**src/rtl/accumulator_differencer.sv**
```systemverilog
// ---------------------------------------------------------------------------
// accumulator_differencer
//
// Receive-side inverse of a feedback accumulator. Each accepted running-sum
// sample is differenced against the previously accepted sample
// (out = acc[n] - acc[n-1], wrapping modulo 2^WIDTH). This recovers the
// original increments. Results pass through a 2-entry in-order output FIFO.
// The FIFO lets the block absorb downstream backpressure without losing
// throughput.
//
// Parameters
//   WIDTH        data width of running sums and differences
//   CNT_W        width of sample_count
//   FIRST_MODE   0: first sample after reset/clear is differenced against 0
//                1: first sample after reset/clear only primes the history
//
// Ports
//   clock         in   1      rising-edge clock
//   reset         in   1      synchronous, active-high reset
//   clear         in   1      synchronous restart of difference history
//   in_data       in   WIDTH  running-sum sample
//   in_valid      in   1      in_data valid
//   in_ready      out  1      block can accept (fewer than 2 entries buffered)
//   out_data      out  WIDTH  difference at head of output buffer (0 if empty)
//   out_valid     out  1      out_data valid
//   out_ready     in   1      downstream accepts out_data
//   sample_count  out  CNT_W  output handshakes since reset, wrapping
// ---------------------------------------------------------------------------
module accumulator_differencer #(
   parameter int WIDTH      = 16,
   parameter int CNT_W      = 16,
   parameter bit FIRST_MODE = 1'b0
) (
   input  logic             clock,
   input  logic             reset,
   input  logic             clear,
   input  logic [WIDTH-1:0] in_data,
   input  logic             in_valid,
   output logic             in_ready,
   output logic [WIDTH-1:0] out_data,
   output logic             out_valid,
   input  logic             out_ready,
   output logic [CNT_W-1:0] sample_count
);

   typedef enum logic {
      ST_PRIME = 1'b0,
      ST_RUN   = 1'b1
   } state_t;

   state_t           r_state;
   state_t           w_state_next;
   logic [WIDTH-1:0] r_prev;
   logic [WIDTH-1:0] w_prev_next;

   logic             w_accept;
   logic             w_pop;
   logic             w_push;
   logic [WIDTH-1:0] w_push_data;
   state_t           w_eff_state;

   // Output FIFO storage and bookkeeping
   logic [WIDTH-1:0] r_mem [2];
   logic             r_wr_ptr;
   logic             r_rd_ptr;
   logic [1:0]       r_count;
   logic [CNT_W-1:0] r_sample_count;

   // in_ready looks only at the registered count. A pop in the same cycle
   // therefore never frees a slot for a push in that cycle.
   assign in_ready     = (r_count != 2'd2);
   assign out_valid    = (r_count != 2'd0);
   assign out_data     = out_valid ? r_mem[r_rd_ptr] : '0;
   assign sample_count = r_sample_count;

   assign w_accept = in_valid & in_ready;
   assign w_pop    = out_valid & out_ready;

   // A clear in the same cycle as an accept makes that sample a PRIME sample.
   assign w_eff_state = clear ? ST_PRIME : r_state;

   // Next-state and push decision
   always_comb begin
      // NOTE: every output of this block gets a default first, so no path leaves one unassigned and no latch is inferred.
      w_state_next = r_state;
      w_prev_next  = r_prev;
      w_push       = 1'b0;
      w_push_data  = '0;

      if (clear) begin
         w_state_next = ST_PRIME;
         w_prev_next  = '0;
      end

      if (w_accept) begin
         w_prev_next  = in_data;
         w_state_next = ST_RUN;
         case (w_eff_state)
            ST_PRIME: begin
               // The implicit previous value is 0, so the difference is in_data itself.
               if (!FIRST_MODE) begin
                  w_push      = 1'b1;
                  w_push_data = in_data;
               end
            end
            ST_RUN: begin
               w_push      = 1'b1;
               w_push_data = in_data - r_prev;
            end
            default: ;
         endcase
      end
   end

   // State register and difference history
   always_ff @(posedge clock) begin
      // NOTE: sequential state uses non-blocking assignments so that every register samples pre-edge values.
      if (reset) begin
         r_state <= ST_PRIME;
         r_prev  <= '0;
      end else begin
         r_state <= w_state_next;
         r_prev  <= w_prev_next;
      end
   end

   // FIFO control and the output handshake counter
   always_ff @(posedge clock) begin
      if (reset) begin
         r_wr_ptr       <= 1'b0;
         r_rd_ptr       <= 1'b0;
         r_count        <= 2'd0;
         r_sample_count <= '0;
      end else begin
         if (w_push) r_wr_ptr <= ~r_wr_ptr;
         if (w_pop)  r_rd_ptr <= ~r_rd_ptr;
         case ({w_push, w_pop})
            2'b10:   r_count <= r_count + 2'd1;
            2'b01:   r_count <= r_count - 2'd1;
            default: r_count <= r_count;
         endcase
         if (w_pop) r_sample_count <= r_sample_count + CNT_W'(1);
      end
   end

   // NOTE: the data storage has no reset. Emptiness is tracked by r_count, and out_data is forced to 0 while the buffer is empty.
   always_ff @(posedge clock) begin
      if (w_push) r_mem[r_wr_ptr] <= w_push_data;
   end

endmodule

```
**config.mk**
```make
export PLATFORM = sky130hd
export DESIGN_NAME = accumulator_differencer
export DESIGN_NICKNAME = d
export VERILOG_FILES = /design/src/rtl/accumulator_differencer.sv
export SDC_FILE = /design/constraint.sdc
export NUM_CORES = 1
export LEC_CHECK = 0
export CORE_UTILIZATION = 41
export CTS_CLUSTER_SIZE = 40
export DETAILED_ROUTE_END_ITERATION = 8
export HOLD_SLACK_MARGIN = 0.03
export PLACE_DENSITY_LB_ADDON = 0.1
export SLEW_MARGIN = 5
export SYNTH_ARGS = -nofsm -noshare
export SYNTH_HDL_FRONTEND = slang
export SYNTH_SLANG_ARGS = --single-unit
export TNS_END_PERCENT = 5
```
**constraint.sdc**
```tcl
create_clock -name clock -period 2.39 [get_ports clock]
set_input_delay 0.478 -clock clock [delete_from_list [all_inputs] [get_ports clock]]
set_output_delay 0.478 -clock clock [all_outputs]
set_load 0.05 [all_outputs]
```
# After elaboration in Yosys (flattened, before gate mapping)
# Memories as Yosys holds them, arrays and structs flattened. A register that Yosys moved wholly into a read port is not among the register bits.
# Cells that the tools add are included.
# Widths: inputs -> output; s select.
dict set report totals {
  inputBits 21
  memories 1
  word_cells 35
  reg_bits 37
  ram_bits 32
  out_inout_bits 34
}
dict set report classes {
  eq_ne 3
  n_mux 13
  n_reduce_logical 3
  bitwise_logic 5
  n_addsub 4
}
# name depth width read_ports rd_clocked_by_memory_dff wr line_no
set mem_list {}
lappend mem_list {r_mem 2 16 1 1 1 63} ;# logic [WIDTH-1:0] r_mem [2];
# cell count
set ops {}
lappend ops {{$mux 16} 4}
lappend ops {{$pmux 16 s2} 1}
lappend ops {{$add 16x1->16 const B} 1}
lappend ops {{$sub 16x16->16} 1}
lappend ops {{$mux 1} 7}
lappend ops {{$reduce_bool 2->1} 3}
lappend ops {{$pmux 2 s2} 1}
lappend ops {{$not 1->1} 3}
lappend ops {{$add 2x1->2 const B} 1}
lappend ops {{$and 1x1->1} 2}
lappend ops {{$eq 2x1->1 const B} 1}
lappend ops {{$eq 2x2->1 const B} 1}
lappend ops {{$ne 2x2->1 const B} 1}
lappend ops {{$sub 2x1->2 const B} 1}

# Longest topological paths before layout
# Gate-level depths: netlist (run 1).
dict set report depth {
  word_depth 5
  ltp_mapped 11
  ltp_nobuf 9
}

# Worst setup path before layout (run 1)
# OpenSTA, ideal clock, no wires.
dict set report synth_timing {
  path_type {input -> register}
  startpoint {in in_data[0]}
  endpoint {mem r_mem[0][12] (data pin)}
  arrival_time_ns 2.309
  n_path_buf 0
  cell_stages 9
  required_time_ns 2.250
  setup_time_ns 0.140
  slack_ns -0.059
  path_cell_list {inv_1 > ha_1 > fa_1 > nand2b_1 > a21oi_2 > o221ai_2 > o31a_1 > or4_1 > nand3_1}
}
dict set report synth_between {
  elab_chain_cells 3
}
# item line_no
set synth_lines {}
lappend synth_lines {{from (decl)} 37} ;# input logic [WIDTH-1:0] in_data,
lappend synth_lines {{$sub 16x16->16} 108} ;# w_push_data = in_data - r_prev;
lappend synth_lines {{$pmux 16 s2} 98} ;# case (w_eff_state)
lappend synth_lines {{$mux 16} 95} ;# if (w_accept) begin
lappend synth_lines {{net w_push_data[12]} 59} ;# logic [WIDTH-1:0] w_push_data;
lappend synth_lines {{to (decl)} 63}
# The timed path passes the listed nets, and every way through them passes these cells.

# Worst setup path after layout (run 1)
dict set report layout_timing {
  startpoint {in in_data[0]}
  endpoint {mem r_mem[1][12] (data pin)}
}
# Same word-level chain as after synthesis.

==> results of run 1 <==
cells by family (layout without fill, tap and decap cells):
kind of cell | after synthesis | after routing | synth area share, %
AOI/OAI and AO/OA | 81 | 81 | 13.2
muxes | 20 | 20 | 5.23
buffers and inverters | 47 | 157 | 5.33
and+or+nand+nor | 157 | 157 | 20.1
adders and majority gates | 19 | 19 | 6.41
xor gates and xnor gates | 21 | 21 | 4.80
DFF | 70 | 70 | 45.0
critical path, cell delays in order:
cell and delay [ps]:
sky130_fd_sc_hd__clkdlybuf4s15_2 190, sky130_fd_sc_hd__inv_2 50, sky130_fd_sc_hd__ha_4 160, sky130_fd_sc_hd__fa_2 380
sky130_fd_sc_hd__nand2b_4 160, sky130_fd_sc_hd__a21oi_4 150, sky130_fd_sc_hd__o221ai_2 110, sky130_fd_sc_hd__o31a_1 260
sky130_fd_sc_hd__or4_1 540, sky130_fd_sc_hd__nand3_2 90
state kept, by name, summed over array words and instances (netlist names), named ones only:
register and flops:
r_prev 16, r_rd_ptr 1, r_count 2, r_wr_ptr 1, r_mem 32, sample_count 16, r_state 1
timing repair:
action | CTS | global route
setup buffers | 1 | 0
pin swaps | 7 | 6
hold buffers | 0 | 0
setup endpoints to repair | 31 | 14
gates resized for setup | 17 | 14
cell usage in the layout (no fill, tap or decap), types with 3 or more instances in the layout:
cell / count
sky130_fd_sc_hd__nor2_1: 45
sky130_fd_sc_hd__a21oi_1: 37
sky130_fd_sc_hd__a21o_1: 4
sky130_fd_sc_hd__or3_1: 20
sky130_fd_sc_hd__o21ai_0: 10
sky130_fd_sc_hd__ha_4: 5
sky130_fd_sc_hd__o21a_1: 3
sky130_fd_sc_hd__dfxtp_1: 37
sky130_fd_sc_hd__ha_1: 12
sky130_fd_sc_hd__and3_1: 4
sky130_fd_sc_hd__nand3_1: 13
sky130_fd_sc_hd__edfxtp_1: 32
sky130_fd_sc_hd__xnor2_1: 10
sky130_fd_sc_hd__clkbuf_8: 10
sky130_fd_sc_hd__nand4_1: 6
sky130_fd_sc_hd__nand3b_1: 3
sky130_fd_sc_hd__nand2_1: 44
sky130_fd_sc_hd__xor2_1: 11
sky130_fd_sc_hd__mux2i_1: 20
sky130_fd_sc_hd__inv_1: 19
sky130_fd_sc_hd__a211oi_1: 4
sky130_fd_sc_hd__buf_4: 83
sky130_fd_sc_hd__o21ai_2: 3
sky130_fd_sc_hd__clkdlybuf4s50_1: 33
sky130_fd_sc_hd__nand2b_1: 5
final timing paths:
| kind | from | to | slack (ps) |
|---|---|---|---|
| hold reg to reg | r_prev[15]$_SDFFE_PP0P_ | r_prev[15]$_SDFFE_PP0P_ | 500 |
| hold / removal | r_prev[15]$_SDFFE_PP0P_ | r_prev[15]$_SDFFE_PP0P_ | 500 |
| setup reg to reg | r_prev[0]$_SDFFE_PP0P_ | r_mem[1][12]$_DFFE_PP_ | 50 |
| setup / recovery | in_data[0] | r_mem[1][12]$_DFFE_PP_ | 40 |
where the power goes:
group          leakage, nW  internal [mW]  switching (mW)
registers            0.618           1.47          0.0925
logic                 1.34          0.798            1.34
clock network        0.120          0.641           0.461
total                 2.07           2.91            1.89
metrics by stage:
stage          power (mW)  setup TNS [ps]  hold slack, ps  setup slack [ps]
2_1_floorplan        3.03               0             472              14.3
3_3_place_gp         3.64           -8320             480              -581
3_5_place_dp         3.68           -8980             489              -632
4_1_cts              4.80               0             503              9.94
5_1_grt              5.06           -76.1             543             -26.5
6_report             4.80               0             505              36.5
area by class of cell:
| cell class | instances | area (µm²) | share of cell area, % |
|---|---|---|---|
| clock buffers | 13 | 191 | 3.67 |
| clock inverters | 3 | 45.0 | 0.863 |
| inverters | 21 | 78.8 | 1.51 |
| multi-input cells | 298 | 2050 | 39.2 |
| flip-flops and latches | 70 | 1720 | 33.0 |
| well taps | 108 | 135 | 2.59 |
| repair buffers | 120 | 998 | 19.1 |
metal layers:
layer | share of wire [%] | routed length [µm] | vias to the layer above | global-route usage [%]
li1 | - | - | 1671 | -
met1 | 52 | 4620 | 1509 | 27.5
met2 | 44 | 3940 | 49 | 29.2
met4 | 1.0 | 92 | 0 | 6.54
met3 | 2.8 | 248 | 6 | 3.05
met5 | 0 | 0 | - | 0
==> impl_summary.txt, run 1 <==
----------------------------------------------------
[Final layout]
  Post-layout instance area ... around 0.0052 mm²
  Layout net count ... 560
  Diode count ... 0
  Fraction of layout instances using a drive strength above 1 ... 25.0%
  Number of cells in the finished layout apart from fillers ... between 600 and 700
  Layout Utilization ... around 59%
  Number of fill cells in the layout ... 799
  Area Growth Syn to Fin ... 36.3%

[Synth]
  Top-count cell post-synth ... sky130_fd_sc_hd__nor2_1
  Number of nets in the synthesized netlist ... about 460
  Synth warn ... 0
  Sequential cell area fraction in the yosys report ... approximately 45%
  Number of register bits inferred by synthesis ... 70
  Cell taking the most area after synthesis ... sky130_fd_sc_hd__edfxtp_1
  Fraction of synthesized cell area taken by the top area cell type ... roughly a quarter
  Post-synth EDFFs ... 32
  Instance count of the mapped netlist ... approximately 420
  Synth Flop Type ... sky130_fd_sc_hd__dfxtp_1
  Average footprint of a synthesized cell ... between 9 and 10 µm²
  Synth cell types ... 53
  Synth Cell Area ... about 0.0038 mm²
  Largest cells by area after synthesis ... sky130_fd_sc_hd__edfxtp_1 25%, sky130_fd_sc_hd__dfxtp_1 20%, sky130_fd_sc_hd__ha_1 5.9%, sky130_fd_sc_hd__mux2i_1 5.2%, sky130_fd_sc_hd__a21oi_1 5.1%
  Share of synthesized registers carrying an async set or reset ... 0%
  Top cell types by occurrence after synthesis ... 46 x sky130_fd_sc_hd__nor2_1, 45 x sky130_fd_sc_hd__nand2_1, 39 x sky130_fd_sc_hd__a21oi_1

[Clock tree]
  Clock Path Buffers ... 2
  Number of clock buffers inserted by TritonCTS ... 9
  Clk Tree Root Cell ... sky130_fd_sc_hd__clkbuf_8
  Worst-Skew Late Latency ... between 300 and 400 ps
  CTS tree ... yes
  Clock-pin slew of the registers on the worst-case setup and hold paths ... 80 ps
  Total number of H-tree levels ... 3
  Number of sinks on the clock net ... 70

[Routing]
  Antenna Violating Nets Remaining ... 0
  TritonRoute pass-1 iters ... 4
  DR DRC count ... 0
  Post-Route WL ... roughly 9000 µm
  Detailed router's first-iteration violation count ... around 130
  Overall via count from detail_route ... about 3,200
  Detailed-route wire length per cell ... between 10 and 15 µm
  Via density per instance ... between 5 and 6

[Power and ir drop]
  Static Leakage ... 2.07 nW
  Power density cells ... 921 mW/mm²
  Worst IR Drop VDD ... a little under 0.4 mV

[STA]
  Slew at the pin closest to its max-slew limit ... between 600 and 700 ps
  Part of the cycle the worst path needs ... 98.5%
  Count of pins over their slew limit ... 0
  Setup violation total in the final timing report ... 0
  Final period demand of the worst path ... 2350 ps
  Final number of hold-violating endpoints ... 0
  Setup repair after global routing missed its margin ... true
  Upper clock frequency limit ... between 400 and 500 MHz
  Worst clock skew ... 11.6 ps
  Slew margin rel. ... around 57%

[Global route]
  Initial antenna violation count ... 0
  Global-route wire length before repair ... about 15,000 µm
  Remaining Overflow, GRT ... 0
  Pin count of the biggest net entering global routing ... 39
  Total GRT Usage ... a little under a fifth
  Number of global-route vias before repair ... roughly 3,000

[Die]
  DIE HEIGHT ... 98.6 µm
  Effective utilization at floorplan ... a little over two fifths
  Standard-cell row count ... 34
  Width of the chip ... 98.6 µm
  Top-level I/O count ... 55
  Total Die Area ... around 0.01 mm²
  Floorplan Core Area ... 0.00889 mm²

[Run]
  Reported max-cap violation count ... 0

[Placed design]
  HPWL reported at the end of detailed placement ... ~6400 µm
  Last weighted congestion value of the routability-driven placer ... approximately 0.88
  Number of input and output port buffers inserted ... 54
  Number of cells in the design after placement ... slightly above 600
  Area after DPL ... around 0.0048 mm²

[Setup path]
  Category of the critical setup timing path ... in2reg
  Data required time of the worst path ... about 2600 ps
  Worst-case reg-to-reg path depth ... 8
  Biggest fanout along the worst timing path ... 3
  Data arrival time of the worst path ... approximately 2600 ps
  Launching element type of the critical path ... input pin
  Critical path capture point type ... register

[Min path]
  Hold Path Stages ... 2
  Class of the worst hold path ... reg2reg

[Status]
  Result of the run ... finished, final reports clean

----------------------------------------------------
Note: power is estimated with default switching activity, not from simulation.
==> inputs of run 2 (changes only) <==
Settings changed: CORE_MARGIN set to 2.
==> run 2 against run 1 <==
Against the previous run:
- sequential share of layout area grew 0.37 points
- total power shrank 5.1%
- cell area shrank 1.1%
- first-iteration DRC count shrank 14%
- maximum frequency grew 0.58%
- critical path type is now reg2reg
- via count grew 0.77%
==> impl_summary.txt, run 2 (synthesis results as in run 1) <==
----------------------------------------------------
[Global route]
  Number of global-route vias before repair ... 3,139 (was 2,993)
  Global-route wire length before repair ... 14,700 µm (about the same)
  Remaining Overflow, GRT ... 0 (unchanged)
  Initial antenna violation count ... 0 (unchanged)
  Pin count of the biggest net entering global routing ... 39 (unchanged)
  Total GRT Usage ... 18.5% (was 19.1%)

[Setup path]
  Category of the critical setup timing path ... reg2reg (was in2reg)
  Launching element type of the critical path ... register (was input pin)
  Critical Path Slowest Stage Cell ... sky130_fd_sc_hd__or4_4 (was sky130_fd_sc_hd__or4_1)
  Data arrival time of the worst path ... 2530 ps (was 2570 ps)
  Data required time of the worst path ... 2580 ps (was 2600 ps)
  Critical path capture point type ... register (unchanged)
  Slowest Stage Delay on Critical Path ... 560 ps (was 540 ps)
  Worst-case reg-to-reg path depth ... 8 (unchanged)
  Biggest fanout along the worst timing path ... 3 (unchanged)
  Ordered list of cells on the worst path ... ha_4, fa_2, nand2b_4, a21oi_4, o221a_4, a41oi_2, or4_4, nand3_2 (was clkdlybuf4s15_2, inv_2, ha_4, fa_2, nand2b_4, a21oi_4, o221ai_2, o31a_1, or4_1, nand3_2)

[Power and ir drop]
  Static Leakage ... 2.05 nW (was 2.07 nW)
  Clock share of power ... 18.2% (was 22.9%)
  Worst IR Drop VDD ... 0.385 mV (was 0.391 mV)
  Switching power as a share of total power ... 41.6% (was 39.4%)
  Relative contribution of combinational cells to total power ... 47.4% (was 44.5%)
  Internal portion of total power ... 2.66 mW (was 2.91 mW)
  Psw ... 1.90 mW (was 1.89 mW)
  Power density cells ... 883 mW/mm² (was 921 mW/mm²)
  Proportion of power drawn by flip-flops and latches ... 34.3% (was 32.6%)
  Total power consumption of the routed design ... 4.56 mW (was 4.80 mW)

[STA]
  Final period demand of the worst path ... 2340 ps (was 2350 ps)
  Upper clock frequency limit ... 427 MHz (was 425 MHz)
  Part of the cycle the worst path needs ... 97.9% (was 98.5%)
  Slew margin rel. ... 57.1% (about the same)
  Setup violation total in the final timing report ... 0 (unchanged)
  Final number of hold-violating endpoints ... 0 (unchanged)
  Slew at the pin closest to its max-slew limit ... 642 ps (was 643 ps)
  Worst hold margin ... 495 ps (was 505 ps)
  Worst clock skew ... 14.8 ps (was 11.6 ps)
  Count of pins over their slew limit ... 0 (unchanged)

[Run]
  Reported max-cap violation count ... 0 (unchanged)

[Final layout]
  Post-layout instance area ... 0.00516 mm² (was 0.00522 mm²)
  Fraction of layout instances using a drive strength above 1 ... 25.0% (unchanged)
  Number of fill cells in the layout ... 864 (was 799)
  Most frequent cells in the layout ... 82 x sky130_fd_sc_hd__buf_4, 45 x sky130_fd_sc_hd__nor2_1, 44 x sky130_fd_sc_hd__nand2_1 (was 83 x sky130_fd_sc_hd__buf_4, 45 x sky130_fd_sc_hd__nor2_1, 44 x sky130_fd_sc_hd__nand2_1)
  Area of the multi-input gates ... 0.00205 mm² (about the same)
  Most common cell after layout, fill and taps aside ... sky130_fd_sc_hd__buf_4 (unchanged)
  Layout Utilization ... 56.4% (was 58.7%)
  Layout net count ... 560 (unchanged)
  Area taken by flip-flops and latches ... 0.00172 mm² (unchanged)
  Biggest register ... r_mem (unchanged)
  Area Growth Syn to Fin ... 34.8% (was 36.3%)
  Largest register FFs ... 32 (unchanged)
  Diode count ... 0 (unchanged)

[Routing]
  TritonRoute pass-1 iters ... 5 (was 4)
  Overall via count from detail_route ... 3,260 (was 3,235)
  Detailed router's first-iteration violation count ... 110 (was 128)
  Post-Route WL ... 9050 µm (was 8900 µm)
  Via density per instance ... 5.13 (was 5.11)
  DR DRC count ... 0 (unchanged)
  Detailed-route wire length per cell ... 14.2 µm (was 14.1 µm)
  Antenna Violating Nets Remaining ... 0 (unchanged)

[Clock tree]
  Total number of H-tree levels ... 3 (unchanged)
  Number of clock buffers inserted by TritonCTS ... 9 (unchanged)
  Hold-fix buffers, CTS ... 0 (unchanged)
  CTS tree ... yes (unchanged)
  Number of sinks on the clock net ... 70 (unchanged)
  Worst-Skew Late Latency ... 340 ps (was 350 ps)
  Clock-pin slew of the registers on the worst-case setup and hold paths ... 80 ps (about the same)
  Clock Path Buffers ... 2 (unchanged)
  Clk Tree Root Cell ... sky130_fd_sc_hd__clkbuf_8 (unchanged)

[Placed design]
  HPWL reported at the end of detailed placement ... 6650 µm (was 6400 µm)
  Number of input and output port buffers inserted ... 54 (unchanged)
  Last weighted congestion value of the routability-driven placer ... 0.810 (was 0.881)
  Area after DPL ... 0.00484 mm² (about the same)

[Die]
  DIE HEIGHT ... 101 µm (was 98.6 µm)
  Floorplan Core Area ... 0.00915 mm² (was 0.00889 mm²)
  Effective utilization at floorplan ... 41.8% (was 43.1%)
  Width of the chip ... 101 µm (was 98.6 µm)
  Top-level I/O count ... 55 (unchanged)
  Standard-cell row count ... 35 (was 34)
  Total Die Area ... 0.0101 mm² (was 0.00973 mm²)

[Min path]
  Class of the worst hold path ... in2reg (was reg2reg)
  Hold Path Stages ... 4 (was 2)

[Status]
  Result of the run ... finished, final reports clean (unchanged)

----------------------------------------------------
-- run 2: critical path: cells and delay by family (launching register included) --
family / cells / cell delay (ps)
flops: 1 / 350
compound gates: 3 / 490
fa+ha+maj: 2 / 550
simple gates: 3 / 800
-- run 2: what timing repair did --
action | in CTS | in global routing
setup buffers | 0 | 3
gates resized for setup | 12 | 19
endpoints found under the setup margin | 31 | 12
pin swaps | 5 | 7
-- run 2: cell type report --
| cell class | count | area share [%] |
|---|---|---|
| clock buffers | 10 | 2.47 |
| flip-flops and latches | 70 | 33.4 |
| clock inverters | 6 | 0.727 |
| well taps | 111 | 2.69 |
| multi-input cells | 298 | 39.7 |
| repair buffers | 120 | 19.5 |
| inverters | 21 | 1.53 |
-- run 2: worst paths after layout --
path | from | end | slack, ps
worst min-delay path | in_data[0] | r_prev[0]$_SDFFE_PP0P_ | 500
worst max-delay path | r_prev[0]$_SDFFE_PP0P_ | r_mem[0][10]$_DFFE_PP_ | 50
worst max register to register | r_prev[0]$_SDFFE_PP0P_ | r_mem[0][10]$_DFFE_PP_ | 50
worst min register to register | r_prev[15]$_SDFFE_PP0P_ | r_prev[15]$_SDFFE_PP0P_ | 510
-- run 2: power groups by stage --
stage,Combinational (mW),Clock (mW),Sequential (mW)
3_3_place_gp,2.09,0,1.58
5_1_grt,2.34,0.903,1.59
2_1_floorplan,1.44,0,1.59
4_1_cts,2.13,0.859,1.57
6_report,2.16,0.831,1.56
3_5_place_dp,2.11,0,1.59
-- run 2: layer usage --
metal | global-route usage [%] | share of wire [%] | routed length (µm) | vias to the layer above
li1 | - | - | - | 1670
met1 | 26.2 | 51 | 4630 | 1533
met4 | 4.85 | 0.53 | 48 | 0
met5 | 0 | 0 | 0 | -
met2 | 28.4 | 44 | 4000 | 55
met3 | 4.37 | 4.2 | 377 | 2
-- run 2: per-stage QoR --
step / setup WS [ps] / instances / TNS (ps)
after global routing: -14.7 / 636 / -45.8
after floorplan: 14.3 / 415 / 0
after global placement: -578 / 617 / -8760
after CTS: 19.2 / 633 / 0
final: 50.2 / 636 / 0
after detailed placement: -622 / 617 / -9680
